**src/rtl/register_file.sv**
```systemverilog
// ============================================================================
//  Module   : register_file
//  Purpose  : 2**ADDR_WIDTH x DATA_WIDTH register file with two combinational
//             read ports, write-through bypass, hardwired-zero entry 0 and a
//             16-bit committed-write counter.
//  Revision : 1.0  initial release
// ============================================================================
`default_nettype none

module register_file #(
    parameter int DATA_WIDTH = 32,
    parameter int ADDR_WIDTH = 5
) (
    input  logic                  clk,
    input  logic                  reset,
    input  logic                  reg_write_enable,
    input  logic [ADDR_WIDTH-1:0] write_register,
    input  logic [DATA_WIDTH-1:0] write_data,
    input  logic [ADDR_WIDTH-1:0] read_register_1,
    input  logic [ADDR_WIDTH-1:0] read_register_2,
    output logic [DATA_WIDTH-1:0] read_data_1,
    output logic [DATA_WIDTH-1:0] read_data_2,
    output logic [15:0]           write_count
);

    localparam int c_DEPTH = 2 ** ADDR_WIDTH;

    logic [DATA_WIDTH-1:0] r_regs [c_DEPTH];
    logic [15:0]           r_write_count;
    logic                  w_commit;

    // Enable is evaluated first so an unknown address with the strobe low
    // cannot produce a commit.
    assign w_commit = reg_write_enable && (write_register != '0);

    always_ff @(posedge clk or posedge reset) begin
        if (reset) begin
            for (int i = 0; i < c_DEPTH; i++) begin
                r_regs[i] <= '0;
            end
        end else if (w_commit) begin
            r_regs[write_register] <= write_data;
        end
    end

    always_ff @(posedge clk or posedge reset) begin
        if (reset) begin
            r_write_count <= '0;
        end else if (w_commit) begin
            r_write_count <= r_write_count + 16'd1;
        end
    end

    assign write_count = r_write_count;

    generate
        for (genvar p = 0; p < 2; p++) begin : g_read_port
            logic [ADDR_WIDTH-1:0] w_addr;
            logic [DATA_WIDTH-1:0] w_data;

            assign w_addr = (p == 0) ? read_register_1 : read_register_2;

            // Reset and address 0 dominate the bypass path.
            always_comb begin
                w_data = '0;
                if (reset || (w_addr == '0)) begin
                    w_data = '0;
                end else if (w_commit && (w_addr == write_register)) begin
                    w_data = write_data;
                end else begin
                    w_data = r_regs[w_addr];
                end
            end
        end
    endgenerate

    assign read_data_1 = g_read_port[0].w_data;
    assign read_data_2 = g_read_port[1].w_data;

endmodule

`default_nettype wire

```
**config.mk**
```make
export PLATFORM = sky130hd
export DESIGN_NAME = register_file
export DESIGN_NICKNAME = d
export VERILOG_FILES = /design/src/rtl/register_file.sv
export SDC_FILE = /design/constraint.sdc
export NUM_CORES = 2
export LEC_CHECK = 0
export ABC_CLOCK_PERIOD_IN_PS = 41700
export CORE_UTILIZATION = 30
export CTS_CLUSTER_DIAMETER = 200
export DETAILED_ROUTE_END_ITERATION = 10
export PLACE_DENSITY = 0.42
export SETUP_SLACK_MARGIN = 0.4
export SYNTH_ARGS = -nofsm -noshare
export SYNTH_HDL_FRONTEND = slang
export SYNTH_SLANG_ARGS = --single-unit
```
**constraint.sdc**
```tcl
create_clock -name clk -period 41.7 [get_ports clk]
set_input_delay 8.34 -clock clk [delete_from_list [all_inputs] [get_ports clk]]
set_output_delay 8.34 -clock clk [all_outputs]
set_load 0.1 [all_outputs]
```
==> metrics.txt <==
status complete, no violations; Synth area leader dfrtp_1; Post-synth ARST share 100%; drt first-iter violations 2230; row cnt around 160; sequential power share 42.7%; Final WS setup about 19000 ps; clk sink count about 1000; CTS Buf Count approximately 130; worst min path class reg -> reg; Synth top area share 46.3%; first-pass GRT wire length approximately 290000 µm; cts repair resizes 0; crit path DAT 14400 ps; Antenna Nets Post-Route 0; syn nets a little under 4000; dpl cell area 0.0598 mm²; final cell count without fillers about 6400; initial antenna violation count 3; Port Buf Inserts ~130; HPWL Detailed about 110000 µm; required time worst endpoint 33360 ps; Fin. Hold Viols 0; Mapped Area approximately 0.056 mm²; die width between 400 and 500 µm; highest net fanout along the worst path 60; fin crit period approximately 23000 ps; filler cell count between 15000 and 20000; CTS root buffer clkbuf_16; Total GRT Usage 20.6%; overall power 3.13 mW; DRC viols 0; TritonRoute pass-1 iters 5; final wirelength between 150000 and 200000 µm; Final #Nets 3879; vias around 35000; Yosys reg bits roughly 1000; Post-synth EDFFs 0; Post-Syn Area per Cell about 14 µm²; Slew Viols, Final 0; Die H 435 µm; Leak roughly 28 nW; design internal power approximately 2.2 mW; placed cell count between 6000 and 7000; DP Worst Slack between 15000 and 20000 ps; number of global-route vias before repair around 38000; Max Clock Skew 5.02 ps; Fmax 0.0440 GHz; Seq/Total Area, Yosys between 40% and 50%; clk slew on worst S/H paths roughly 50 ps; Cell Pwr Density slightly below 50 mW/mm²; Synth Flop Type dfrtp_1; Wirelength per Cell approximately 30 µm; CP Capture Type primary output; Initial Util a little under a third; largest net degree at the start of global routing approximately 150; Slew headroom roughly a fifth; Gate Count Post-Synth just under 4000; Final setup viols 0; Max rail drop VDD between 0.04 and 0.05 mV; synth unique cells between 40 and 50; synth warn 0; area delta synth->final 13.9%; clock group share of total power a little over a third; Vias/cell about 5.5; Hold Buf Count CTS 0; Sw Ratio slightly below 30%; worst slew pin tran between 1000 and 1500 ps; RD Place Congestion 0.729; Max-Cap Viols 0; CTS tree done; element type at the critical path start input port; clk_lat worst skew 750 ps; final instance area 0.0640 mm²; largest buffer count on any clock path 3; die area ~0.19 mm²; WS Path Type in -> out; # IOs 130; fin crit share between 50% and 60%; NetSw approximately 0.91 mW; RSZ-0062 raised after global routing no; layout cells sized above 1 roughly 44%; Logic pwr share between 20% and 30%; Synth area leaders dfrtp_1 (46%), mux2_2 (20%), mux4_2 (15%); area of the core between 0.15 and 0.2 mm²; Post-CTS Setup Bufs 0; Final TNS setup 0 ps; GRT overflow 0; htree depth 4
==> layout by cell type (no fill, tap or decap), types with 35 or more instances in the layout <==
cell,Yosys,routed
a211oi_1,96,96
a21oi_1,98,98
a221oi_1,128,128
a22oi_1,64,64
buf_4,33,114
clkbuf_1,209,35
clkbuf_16,0,136
clkbuf_8,0,37
clkdlybuf4s50_1,0,121
dfrtp_1,1040,1040
mux2_2,991,991
mux2i_1,320,320
mux4_2,384,384
nor2b_1,66,64
o21bai_1,64,64
==> cells in the mapped netlist (2+ instances only) <==
cell type	number
nor2b_1	66
a221oi_1	128
mux4_2	384
a211oi_1	96
nand3_1	8
buf_2	167
nor3_1	5
or2_2	2
buf_1	28
buf_6	9
nand4_1	2
mux2_2	991
a211o_1	32
mux2i_1	320
nor3b_1	3
clkbuf_1	209
a221o_1	32
inv_1	9
xnor2_1	17
nor2_2	2
and3_1	3
o21bai_1	64
a21oi_1	98
nand3b_1	4
buf_4	33
nand2_1	26
xor2_1	8
nor4_1	3
nand4b_1	3
nor2_1	21
a22oi_1	64
dfrtp_1	1040
==> critical path: stages <==
cell             delay (ps)
buf_8                   600
buf_4                   830
buf_4                   890
buf_4                   950
mux2i_1                 180
a221oi_1                420
a22oi_1                 160
a21oi_1                 530
a221o_1                 250
clkdlybuf4s50_1        1150
==> worst paths after layout <==
check	start	end	slack, ps	cells after the start
worst max-delay path	read_register_2[0]	read_data_2[21]	18960	10
worst min-delay path	r_regs[1000]	r_regs[1000]	390	0
worst max register to register	write_count[4]	write_count[15]	40040	5
worst min register to register	r_regs[1000]	r_regs[1000]	390	0
max in group asynchronous	reset	r_regs[841]	29540	6
min in group asynchronous	reset	r_regs[283]	8390	2
==> metal layers <==
| metal | routed length (µm) | up-vias | track usage (%) | part of all wire, % |
|---|---|---|---|---|
| met3 | 6770 | 236 | 2.95 | 3.5 |
| met4 | 4440 | 0 | 5.20 | 2.3 |
| met1 | 86300 | 19487 | 27.2 | 44 |
| met2 | 97600 | 664 | 35.5 | 50 |
| met5 | 0 | - | 0 | 0 |
| li1 | - | 15015 | - | - |
==> power groups by stage <==
stage / Sequential (mW) / Combinational (mW) / Clock (mW)
CTS: 1.33 / 0.671 / 1.17
global placement: 1.35 / 0.662 / 0
floorplan: 1.33 / 0.515 / 0
finish: 1.34 / 0.662 / 1.13
detailed placement: 1.35 / 0.669 / 0
global route: 1.37 / 0.712 / 1.21
==> stage by stage <==
step | utilization [%] | hold WS, ps
floorplan | - | 441
global placement | 32.2 | 376
detailed placement | 32.2 | 383
CTS | 34.5 | 396
global route | 34.5 | 410
finish | 34.5 | 394
==> final cells by class <==
cell class	count	area [µm²]	share of cell area, %
repair buffers	247	2260	3.52
clock inverters	30	250	0.391
well taps	2480	3100	4.84
multi-input cells	2397	28400	44.3
clock buffers	206	4020	6.27
inverters	9	37.5	0.0586
flip-flops and latches	1040	26000	40.6
diodes	2	5.00	0.00781
==> cell families after synthesis <==
family | Yosys count | synth area share [%]
flops | 1040 | 46.3
simple gates | 155 | 1.61
mux | 1696 | 40.9
xor+xnor | 25 | 0.389
compound gates | 520 | 7.03
fa+ha+maj | 1 | 0.0222
buf+inv | 456 | 3.76
==> state kept, by name (all words and copies together), names as in the netlist <==
signal       flops
r_regs        1024
write_count     16
No activity file was read; power rests on OpenSTA's default activity.
